**config.mk**
```make
export PLATFORM = sky130hd
export DESIGN_NAME = sync_pulse_sender_flat
export DESIGN_NICKNAME = d
export VERILOG_FILES = /design/src/rtl/sync_pulse_sender_pkg.sv /design/src/rtl/sync_pulse_sender_if.sv /design/src/rtl/sync_pulse_sender_bit_sync_chain.sv /design/src/rtl/sync_pulse_sender.sv /design/src/flat_wrapper.sv
export SDC_FILE = /design/constraint.sdc
export NUM_CORES = 1
export LEC_CHECK = 0
export BUFFER_PORTS_ARGS = -buffer_cell sky130_fd_sc_hd__buf_4
export CAP_MARGIN = 20
export CORE_MARGIN = 2
export CORE_UTILIZATION = 46
export DETAILED_ROUTE_END_ITERATION = 8
export GPL_ROUTABILITY_DRIVEN = 0
export HOLD_SLACK_MARGIN = 0.03
export PLACE_DENSITY = 0.74
export SYNTH_ARGS = -nofsm -noshare
export SYNTH_HDL_FRONTEND = slang
export SYNTH_SLANG_ARGS = --single-unit
```
**constraint.sdc**
```tcl
create_clock -name clk -period 1.91 [get_ports clk]
set_input_delay 0.382 -clock clk [delete_from_list [all_inputs] [get_ports clk]]
set_output_delay 0.382 -clock clk [all_outputs]
set_load 0.02 [all_outputs]
```
**src/rtl/sync_pulse_sender_pkg.sv**
```systemverilog
// sync_pulse_sender_pkg: shared FSM state type and synchronizer depth limits for the toggle CDC link
package sync_pulse_sender_pkg;
  typedef enum logic {IDLE, WAIT_ACK} state_t;
  localparam int SYNC_MIN = 2;
  localparam int SYNC_MAX = 4;
endpackage

```
**src/rtl/sync_pulse_sender_if.sv**
```systemverilog
// sync_pulse_sender_if: request/data/echo bundle between a toggle sender and its user/destination
interface sync_pulse_sender_if #(
  parameter int WIDTH = 16
) ();
  logic             send;
  logic [WIDTH-1:0] data;
  logic             accepted;
  logic             busy;
  logic             done;
  logic             overflow;
  logic             req_toggle;
  logic [WIDTH-1:0] tx_data;
  logic             ack_toggle;
  modport master (
    input  send, data, ack_toggle,
    output accepted, busy, done, overflow, req_toggle, tx_data
  );
  modport slave (
    output send, data, ack_toggle,
    input  accepted, busy, done, overflow, req_toggle, tx_data
  );
endinterface

```
**src/rtl/sync_pulse_sender_bit_sync_chain.sv**
```systemverilog
// bit_sync_chain: resettable flop chain for a single asynchronous bit, depth clamped to the legal range
module bit_sync_chain
  import sync_pulse_sender_pkg::*;
#(
  parameter int STAGES = 2
) (
  input  logic clk,
  input  logic reset,
  input  logic d,
  output logic q,
  output logic q_pre
);
  localparam int N = (STAGES < SYNC_MIN) ? SYNC_MIN : (STAGES > SYNC_MAX) ? SYNC_MAX : STAGES;
  logic [N-1:0] r;
  always_ff @(posedge clk) begin
    r <= reset ? '0 : {r[N-2:0], d};
  end
  // q_pre is what q becomes next cycle, letting the caller register a pulse that lines up with q
  assign q     = r[N-1];
  assign q_pre = r[N-2];
endmodule

```
**src/rtl/sync_pulse_sender.sv**
```systemverilog
// sync_pulse_sender: source end of a two-phase toggle CDC link with a one-word pending slot
module sync_pulse_sender
  import sync_pulse_sender_pkg::*;
#(
  parameter int WIDTH       = 16,
  parameter int SYNC_STAGES = 2
) (
  input logic                 clk,
  input logic                 reset,
  sync_pulse_sender_if.master bus
);
  state_t           state, state_next;
  logic             ack_sync, ack_pre, in_wait, complete, launch, load, drop;
  logic             pending_valid, pend_valid_next, req_next;
  logic [WIDTH-1:0] pend_data, tx_next;
  bit_sync_chain #(.STAGES(SYNC_STAGES)) u_ack_sync (
    .clk   (clk),
    .reset (reset),
    .d     (bus.ack_toggle),
    .q     (ack_sync),
    .q_pre (ack_pre)
  );
  // a send coinciding with completion and an empty slot launches directly instead of stranding in the slot
  always_comb begin
    in_wait         = state == WAIT_ACK;
    complete        = in_wait && (ack_sync == bus.req_toggle);
    launch          = (!in_wait && bus.send) || (complete && (pending_valid || bus.send));
    load            = in_wait && bus.send && (pending_valid == complete);
    drop            = in_wait && bus.send && pending_valid && !complete;
    pend_valid_next = load || (pending_valid && !complete);
    state_next      = launch ? WAIT_ACK : complete ? IDLE : state;
    req_next        = bus.req_toggle ^ launch;
    tx_next         = launch ? ((in_wait && pending_valid) ? pend_data : bus.data) : bus.tx_data;
  end
  assign bus.accepted = bus.send && !drop;
  always_ff @(posedge clk) begin
    state <= reset ? IDLE : state_next;
  end
  // done is registered from next-cycle values so it coincides exactly with complete
  always_ff @(posedge clk) begin
    if (reset) begin
      bus.req_toggle <= 1'b0;
      bus.tx_data    <= '0;
      bus.busy       <= 1'b0;
      bus.done       <= 1'b0;
      bus.overflow   <= 1'b0;
      pending_valid  <= 1'b0;
      pend_data      <= '0;
    end else begin
      bus.req_toggle <= req_next;
      bus.tx_data    <= tx_next;
      bus.busy       <= state_next == WAIT_ACK;
      bus.done       <= (state_next == WAIT_ACK) && (ack_pre == req_next);
      bus.overflow   <= drop;
      pending_valid  <= pend_valid_next;
      pend_data      <= load ? bus.data : pend_data;
    end
  end
endmodule

```
**src/flat_wrapper.sv**
```systemverilog
// flat-port wrapper written by rule: the top's interface ports become plain ports
module sync_pulse_sender_flat import sync_pulse_sender_pkg::*;
#(
  parameter int WIDTH       = 16,
  parameter int SYNC_STAGES = 2
)
  (clk, reset, bus_send, bus_data, bus_ack_toggle, bus_accepted, bus_busy, bus_done, bus_overflow, bus_req_toggle, bus_tx_data);
  sync_pulse_sender_if #(.WIDTH(WIDTH)) bus_i ();
  input logic clk;
  input logic reset;
  input wire logic [$bits(bus_i.send)-1:0] bus_send;
  input wire logic [$bits(bus_i.data)-1:0] bus_data;
  input wire logic [$bits(bus_i.ack_toggle)-1:0] bus_ack_toggle;
  output wire logic [$bits(bus_i.accepted)-1:0] bus_accepted;
  output wire logic [$bits(bus_i.busy)-1:0] bus_busy;
  output wire logic [$bits(bus_i.done)-1:0] bus_done;
  output wire logic [$bits(bus_i.overflow)-1:0] bus_overflow;
  output wire logic [$bits(bus_i.req_toggle)-1:0] bus_req_toggle;
  output wire logic [$bits(bus_i.tx_data)-1:0] bus_tx_data;
  assign bus_i.send = bus_send;
  assign bus_i.data = bus_data;
  assign bus_i.ack_toggle = bus_ack_toggle;
  assign bus_accepted = bus_i.accepted;
  assign bus_busy = bus_i.busy;
  assign bus_done = bus_i.done;
  assign bus_overflow = bus_i.overflow;
  assign bus_req_toggle = bus_i.req_toggle;
  assign bus_tx_data = bus_i.tx_data;
  sync_pulse_sender #(.WIDTH(WIDTH), .SYNC_STAGES(SYNC_STAGES)) u_core (.clk(clk), .reset(reset), .bus(bus_i));
endmodule
```
==> qor.yml, run 1 <==
post_cts_buffers: 0
path_max_fanout: 4
vias: 1439
critPathCapture: "bus_accepted"
synth_cell_types: 27
cp.arrival_ns: 1.36
rows: 21
ir_worst_vdd_mv: 0.382
synthCells: 192
utilization_pct: 59.7
r2r_cells: 6
power_density_nw_per_um2: 811
startpoint_type: "flip-flop"
hold_class: "in -> reg"
track_usage_pct: 18.8
area_growth_pct: 24.6
grt_first_pass_wirelength_um: 5960
htreeDepth: 2
drv_cap: 0
hold_violations: 0
synth.avg_cell_area_um2: 8.33
critPathKind: "reg -> out"
synth_top_area_share_pct: 48.8
final_nets: 253
coreArea_um2: 3340
dieArea_um2: 3960
synth.net_count: 213
cts_sinks: 39
r2r_start: "u_core.u_ack_sync.r[1]$_SDFF_PP0_"
cts-resized-gates: 0
root_buffer: "clkbuf_4"
postRouteAntennaNets: 0
first_iter_violations: 94
dpl.hpwl_um: 2350
drt_pass1_iterations: 4
cp.required_ns: 1.53
end_kind: "primary output"
slew_violations: 0
yosysSeqAreaShare_pct: 48.8
setup_violations: 0
synthTopCellsByArea: "dfxtp_1 49%, nand2_1 12%, a311oi_1 7.7%"
drc: 0
clk-insertion-delay-late_ns: 0.34
die_h_um: 63.0
period_share_pct: 91.2
status: "finished clean"
relSlewSlack_pct: 73.5
hold_buffers: 0
r2r_slack_ns: 0.26
cts_buffer_depth: 2
fillers: 325
wl_met3_um: 163
routedWlPerCell_um: 12.3
startpoint: "u_core.bus.req_toggle$_SDFF_PP0_"
p_leak_nw: 0.820
post_route_cells_drive_above_1_share_pct: 26.2
insertedDiodeCount: 0
antenna_found_initial: 0
wl_met1_um: 1560
fin_skew_ns: 0.0108
port_buffers: 40
synth_area_leader_cell: "dfxtp_1"
io_pins: 41
cts_buffers: 5
clock.fmax_mhz: 574
r2r_end: "u_core.pend_data[9]$_SDFFE_PP0P_"
start_util_pct: 47.9
netlist_area_um2: 1600
wl_um: 3430
yosys_warnings: 0
route.met2.wl_um: 1670
grt_pass1_vias: 1434
layout_common_cells: "49 x nand2_1, 49 x buf_4, 39 x dfxtp_1"
top_layer: "met4"
die_x_um: 63.0
cts_tree: "yes"
via_per_inst: 5.16
rsz0062_at_grt: "no"
min_period_ns: 1.74
ys_seq_elements: 39
grt_start_max_net_pins: 39
grt_overflow: 0
worstMarginPinSlew_ns: 0.398
path_clk_slew_ns: 0.10
setup-tns-final_ns: 0
==> flip-flops by register name, summed over array words and instances, names as in the netlist <==
register	count
u_core.bus.done	1
u_core.bus.overflow	1
u_core.bus.req_toggle	1
u_core.bus.tx_data	16
u_core.in_wait	1
u_core.pend_data	16
u_core.pending_valid	1
u_core.u_ack_sync.r	2
==> stage by stage <==
stage	hold WS [ns]	setup slack (ns)	cell area, um^2	instances	total power, mW
3_5_place_dp	0.450	0.0794	1940	271	1.24
5_1_grt	0.273	0.0802	1990	279	1.70
3_3_place_gp	0.442	0.168	1940	271	1.23
4_1_cts	0.261	0.0613	1990	279	1.63
2_1_floorplan	0.437	0.0160	1600	192	1.11
6_report	0.267	0.168	1990	279	1.62
==> per-layer routing <==
layer,vias to the layer above,track usage [%]
met3,4,4.14
met4,0,10.3
li1,739,-
met1,657,21.0
met5,-,0
met2,39,33.0
==> worst max-delay path, cell delays in order (launching register included) <==
cell     delay, ns
dfxtp_1       0.37
buf_4         0.15
xor2_2        0.22
a31oi_1       0.11
buf_4         0.17
==> cell usage after synthesis <==
master,n
a21oi_1,17
a22oi_4,1
a311oi_1,14
a311oi_2,2
a31oi_1,1
and2_1,1
and3_1,1
buf_1,2
buf_2,4
buf_4,1
buf_6,2
clkbuf_1,7
dfxtp_1,39
ha_1,1
inv_1,1
nand2_1,49
nand2_2,1
nand3_1,17
nand4b_1,1
nor2_1,20
nor2b_1,2
o211ai_1,2
o21ai_0,1
or3_1,1
xnor2_1,1
xor2_1,2
xor2_2,1
==> layout make-up <==
type	instances	area, um^2	area share (%)
sequential	39	781	39.2
multi-input combinational	136	732	36.7
timing repair buffer	49	368	18.5
tap	46	57.6	2.89
clock buffer	7	45.0	2.26
clock inverter	1	5.00	0.251
inverter	1	3.75	0.188
==> power by group <==
group          switching [mW]  internal [mW]  leakage [nW]
clock network           0.257          0.144        0.0293
logic                   0.182          0.139         0.470
registers              0.0279          0.866         0.320
==> worst min path at each step <==
stage | from | end | slack, ns | depth (start not counted)
floorplan | u_core.pend_data[0]$_SDFFE_PP0P_ | u_core.pend_data[0]$_SDFFE_PP0P_ | 0.44 | 2
global route | bus_data[4] | u_core.pend_data[4]$_SDFFE_PP0P_ | 0.27 | 3
finish | bus_ack_toggle | u_core.u_ack_sync.r[0]$_SDFF_PP0_ | 0.27 | 2
detailed placement | u_core.pend_data[0]$_SDFFE_PP0P_ | u_core.pend_data[0]$_SDFFE_PP0P_ | 0.45 | 2
CTS | bus_ack_toggle | u_core.u_ack_sync.r[0]$_SDFF_PP0_ | 0.26 | 2
global placement | u_core.pend_data[1]$_SDFFE_PP0P_ | u_core.pend_data[1]$_SDFFE_PP0P_ | 0.44 | 2
==> cells by family after synthesis <==
group | after synthesis | synth area share, %
buffers and inverters | 17 | 5.48
AO/OA/AOI/OAI | 38 | 17.8
flip-flops | 39 | 48.8
adder cells (fa/ha/maj) | 1 | 0.782
AND/OR/NAND/NOR | 93 | 24.4
XOR/XNOR | 4 | 2.66
(Power assumes the default switching activity.)
==> inputs of run 2 (changes only) <==
--- a/config.mk
+++ b/config.mk
@@ -8,11 +8,11 @@
 export BUFFER_PORTS_ARGS = -buffer_cell sky130_fd_sc_hd__buf_4
 export CAP_MARGIN = 20
 export CORE_MARGIN = 2
-export CORE_UTILIZATION = 46
+export CORE_UTILIZATION = 34
 export DETAILED_ROUTE_END_ITERATION = 8
 export GPL_ROUTABILITY_DRIVEN = 0
 export HOLD_SLACK_MARGIN = 0.03
-export PLACE_DENSITY = 0.74
+export RECOVER_POWER = 50
 export SYNTH_ARGS = -nofsm -noshare
 export SYNTH_HDL_FRONTEND = slang
 export SYNTH_SLANG_ARGS = --single-unit
==> qor.yml, run 2 (synthesis results as in run 1) <==
postRouteAntennaNets: 0  # unchanged
reg_top3: "u_core.bus.tx_data (16), u_core.pend_data (16), u_core.u_ack_sync.r (2)"  # unchanged
wl_um: 3680  # was 3430 um
cts_sinks: 39  # unchanged
placed_cell_area_um2: 1950  # was 1940 um^2
layout_common_cells: "49 x nand2_1, 39 x dfxtp_1, 30 x buf_4"  # was 49 x nand2_1, 49 x buf_4, 39 x dfxtp_1
slowest_delay_ns: 0.54  # was 0.37 ns
startpoint_type: "flip-flop"  # unchanged
die_x_um: 72.6  # was 63.0 um
dieArea_um2: 5270  # was 3960 um^2
relSlewSlack_pct: 46.5  # was 73.5%
post_route_cells_drive_above_1_share_pct: 18.5  # was 26.2%
fin_ws_ns: 0.178  # was 0.168 ns
start_util_pct: 36.0  # was 47.9%
hold_class: "in -> reg"  # unchanged
cp.required_ns: 1.53  # about the same
layout_commonest_cell: "nand2_1"
first_iter_violations: 66  # was 94
slowest_stage: "dfxtp_1"  # unchanged
drv_cap: 0  # unchanged
wl_met3_um: 233  # was 163 um
coreArea_um2: 4440  # was 3340 um^2
power_density_nw_per_um2: 875  # was 811 nW/um^2
rows: 24  # was 21
hold_violations: 0  # unchanged
setup_violations: 0  # unchanged
rsz0062_at_grt: "no"  # unchanged
clock.fmax_mhz: 577  # was 574 MHz
root_buffer: "clkbuf_8"  # was clkbuf_4
io_pins: 41  # unchanged
cp_top_family: "flip-flops"  # unchanged
die_h_um: 72.6  # was 63.0 um
path_max_fanout: 11  # was 4
port_buffers: 40  # unchanged
grt_first_pass_wirelength_um: 6010  # was 5960 um
clk-insertion-delay-late_ns: 0.28  # was 0.34 ns
cp.arrival_ns: 1.35  # was 1.36 ns
fin_skew_ns: 0.00204  # was 0.0108 ns
place_ws_ns: 0.0874  # was 0.0794 ns
grt_start_max_net_pins: 39  # unchanged
p_leak_nw: 0.760  # was 0.820 nW
crit_path_cell_trace: "buf_4 -> a31oi_1 -> buf_4"  # was buf_4 -> xor2_2 -> a31oi_1 -> buf_4
setup-tns-final_ns: 0  # unchanged
path_common_cell: "buf_4"  # unchanged
insertedDiodeCount: 0  # unchanged
drt_pass1_iterations: 7  # was 4
cts_buffer_depth: 2  # unchanged
route.met2.wl_um: 1650  # was 1670 um
top_layer: "met4"  # unchanged
grt_overflow: 0  # unchanged
cts_buffers: 5  # unchanged
critPathKind: "reg -> out"  # unchanged
final_area_um2: 1960  # was 1990 um^2
status: "finished clean"  # unchanged
routedWlPerCell_um: 12.9  # was 12.3 um
htreeDepth: 2  # unchanged
cts_tree: "yes"  # unchanged
critPathBufInv: 2  # unchanged
ir_worst_vdd_mv: 0.379  # was 0.382 mV
slew_violations: 0  # unchanged
via_per_inst: 4.99  # was 5.16
min_period_ns: 1.73  # was 1.74 ns
area_growth_pct: 22.6  # was 24.6%
final_nets: 253  # unchanged
utilization_pct: 44.1  # was 59.7%
track_usage_pct: 14.8  # was 18.8%
period_share_pct: 90.7  # was 91.2%
wl_met1_um: 1720  # was 1560 um
fillers: 487  # was 325
end_kind: "primary output"  # unchanged
worstMarginPinSlew_ns: 0.802  # was 0.398 ns
vias: 1423  # was 1439
drc: 0  # unchanged
dpl.hpwl_um: 2360  # was 2350 um
antenna_found_initial: 0  # unchanged
grt_pass1_vias: 1324  # was 1434
path_clk_slew_ns: 0.07  # was 0.10 ns
## run 2: cell count changes in the layout (fill, tap and decap cells not counted)
cell | previous run | this run
buf_4 | 49 | 30
clkbuf_2 | 0 | 1
clkbuf_4 | 5 | 0
clkbuf_1 | 2 | 20
clkbuf_8 | 0 | 5
## run 2: timing repair
item,in CTS,in global routing
endpoints found under the setup margin,0,17
resized for setup,0,1
hold buffers,0,0
setup buffers,0,0
## run 2: worst paths after layout
check                                     from                                 end  slack (ns)  cells past startpoint
max            u_core.pending_valid$_SDFF_PP0_                        bus_accepted        0.18                      3
min                             bus_ack_toggle   u_core.u_ack_sync.r[0]$_SDFF_PP0_        0.31                      2
max reg2reg    u_core.pending_valid$_SDFF_PP0_  u_core.bus.tx_data[0]$_SDFFE_PP0P_        0.24                      6
min reg2reg  u_core.pend_data[15]$_SDFFE_PP0P_   u_core.pend_data[15]$_SDFFE_PP0P_        0.46                      2
## run 2: layer usage
layer | track usage, % | vias to the layer above
met5 | 0 | -
met4 | 8.02 | 0
met3 | 3.87 | 7
met2 | 24.6 | 40
met1 | 17.4 | 639
li1 | - | 737
## run 2: per-stage QoR
stage | hold WS [ns] | power [mW] | std cells
2_1_floorplan | 0.437 | 1.11 | 192
3_3_place_gp | 0.443 | 1.24 | 277
3_5_place_dp | 0.447 | 1.24 | 277
4_1_cts | 0.301 | 1.77 | 285
5_1_grt | 0.298 | 1.80 | 285
6_report | 0.305 | 1.72 | 285
## run 2: power breakdown
part           total [mW]  switching [mW]  internal [mW]
clock network       0.526           0.270          0.256
logic               0.294           0.181          0.113
registers           0.895          0.0295          0.866
total                1.72           0.481           1.23
## run 2: worst register-to-register path: stages, from the launching register on
cell	delay, ns
dfxtp_1	0.54
buf_4	0.25
nand2_2	0.09
a22oi_4	0.14
buf_4	0.23
nor2_1	0.06
a311oi_1	0.26
## run 2: cell type report
| cell class | instances | area, um^2 | share of cell area [%] |
|---|---|---|---|
| multi-input combinational | 136 | 732 | 37.3 |
| sequential | 39 | 781 | 39.8 |
| inverter | 1 | 3.75 | 0.191 |
| clock buffer | 7 | 76.3 | 3.89 |
| tap | 52 | 65.1 | 3.32 |
| timing repair buffer | 49 | 298 | 15.2 |
| clock inverter | 1 | 5.00 | 0.255 |
==> inputs of run 3 (changes only) <==
--- a/config.mk
+++ b/config.mk
@@ -12,6 +12,7 @@
 export DETAILED_ROUTE_END_ITERATION = 8
 export GPL_ROUTABILITY_DRIVEN = 0
 export HOLD_SLACK_MARGIN = 0.03
+export MAX_ROUTING_LAYER = met4
 export RECOVER_POWER = 50
 export SYNTH_ARGS = -nofsm -noshare
 export SYNTH_HDL_FRONTEND = slang
==> qor.yml, run 3 (synthesis results as in run 1) <==
status: "finished clean"  # unchanged
power_frac_comb_pct: 17.1  # about the same
min_period_ns: 1.75  # was 1.73 ns
via_per_inst: 5.00  # was 4.99
path_clk_slew_ns: 0.07  # about the same
grt_pass1_vias: 1321  # was 1324
p_leak_nw: 0.760  # unchanged
post_route_cells_drive_above_1_share_pct: 18.5  # unchanged
hold_class: "in -> reg"  # unchanged
cts_buffer_depth: 2  # unchanged
rows: 24  # unchanged
routedWlPerCell_um: 13.0  # was 12.9 um
drv_cap: 0  # unchanged
cp.arrival_ns: 1.36  # was 1.35 ns
power_density_nw_per_um2: 877  # was 875 nW/um^2
period_share_pct: 91.5  # was 90.7%
r2r_cells: 6  # unchanged
ir_worst_vdd_mv: 0.382  # was 0.379 mV
area_growth_pct: 22.6  # unchanged
start_util_pct: 36.0  # unchanged
grt_overflow: 0  # unchanged
coreArea_um2: 4440  # unchanged
finalPower_mw: 1.72  # about the same
vias: 1425  # was 1423
fin_ws_ns: 0.163  # was 0.178 ns
layout_commonest_cell: "nand2_1"  # unchanged
first_iter_violations: 61  # was 66
cts_sinks: 39  # unchanged
postRouteAntennaNets: 0  # unchanged
critPathKind: "reg -> out"  # unchanged
root_buffer: "clkbuf_8"  # unchanged
hold_buffers: 0  # unchanged
htreeDepth: 2  # unchanged
slew_violations: 0  # unchanged
insertedDiodeCount: 0  # unchanged
fin_skew_ns: 0.00217  # was 0.00204 ns
clock.fmax_mhz: 572  # was 577 MHz
cp.required_ns: 1.53  # about the same
p_sw_mw: 0.485  # was 0.481 mW
grt_start_max_net_pins: 39  # unchanged
hold_depth: 2  # unchanged
whs_ns: 0.303  # was 0.305 ns
antenna_found_initial: 0  # unchanged
io_pins: 41  # unchanged
dieArea_um2: 5270  # unchanged
cts_tree: "yes"  # unchanged
drt_pass1_iterations: 4  # was 7
reg_top3: "u_core.bus.tx_data (16), u_core.pend_data (16), u_core.u_ack_sync.r (2)"  # unchanged
hold_violations: 0  # unchanged
layout_common_cells: "49 x nand2_1, 39 x dfxtp_1, 30 x buf_4"  # unchanged
setup-tns-final_ns: 0  # unchanged
p_clk_share_pct: 30.8  # was 30.7%
switching_share_pct: 28.2  # was 28.0%
track_usage_pct: 15.3  # was 14.8%
end_kind: "primary output"  # unchanged
port_buffers: 40  # unchanged
cts_buffers: 5  # unchanged
placed_cell_area_um2: 1950  # unchanged
die_h_um: 72.6  # unchanged
rsz0062_at_grt: "no"  # unchanged
setup_violations: 0  # unchanged
grt_first_pass_wirelength_um: 6020  # was 6010 um
startpoint_type: "flip-flop"  # unchanged
relSlewSlack_pct: 45.6  # was 46.5%
drc: 0  # unchanged
worstMarginPinSlew_ns: 0.815  # was 0.802 ns
die_x_um: 72.6  # unchanged
final_area_um2: 1960  # unchanged
dpl.hpwl_um: 2360  # unchanged
place_ws_ns: 0.0874  # unchanged
clk-insertion-delay-late_ns: 0.29  # was 0.28 ns
path_max_fanout: 11  # unchanged
final_nets: 253  # unchanged
p_int_mw: 1.23  # about the same
power_frac_seq_pct: 52.1  # was 52.2%
wl_um: 3710  # was 3680 um
-- run 3: repair_timing --
item	CTS	global route
endpoints found under the setup margin	0	17
resized for setup	0	1
setup buffers	0	0
-- run 3: final cells by class --
class	count	area, um^2
clock buffer	7	76.3
clock inverter	1	5.00
fill	487	2480
inverter	1	3.75
multi-input combinational	136	732
sequential	39	781
tap	52	65.1
timing repair buffer	49	298
-- run 3: routing by layer --
layer  GRT usage (%)  share of wire (%)  up-vias
li1                -                  -      739
met1            17.2                 47      642
met2            24.7                 45       40
met3            5.11                6.5        4
met4            6.79                1.1        0
met5               -                  0        -
-- run 3: critical path: stages (launching register included) --
cell     delay (ns)
dfxtp_1        0.54
buf_4          0.26
a31oi_1        0.10
buf_4          0.17
-- run 3: power groups by stage --
stage,clock network (mW),logic [mW],registers (mW)
after global routing,0.576,0.327,0.902
after global placement,0,0.322,0.913
after CTS,0.545,0.324,0.896
after detailed placement,0,0.323,0.915
after floorplan,0,0.153,0.956
final,0.530,0.295,0.895
-- run 3: worst paths after layout --
check	start	to	slack (ns)
max	u_core.pending_valid$_SDFF_PP0_	bus_accepted	0.16
max reg2reg	u_core.pending_valid$_SDFF_PP0_	u_core.bus.tx_data[0]$_SDFFE_PP0P_	0.23
min reg2reg	u_core.pend_data[10]$_SDFFE_PP0P_	u_core.pend_data[10]$_SDFFE_PP0P_	0.46
min	bus_ack_toggle	u_core.u_ack_sync.r[0]$_SDFF_PP0_	0.30
-- run 3: per-stage QoR --
| step | instances | utilization [%] |
|---|---|---|
| after global routing | 285 | 44.1 |
| after detailed placement | 277 | 43.8 |
| final | 285 | 44.1 |
| after CTS | 285 | 45.7 |
| after floorplan | 192 | - |
| after global placement | 277 | 43.8 |
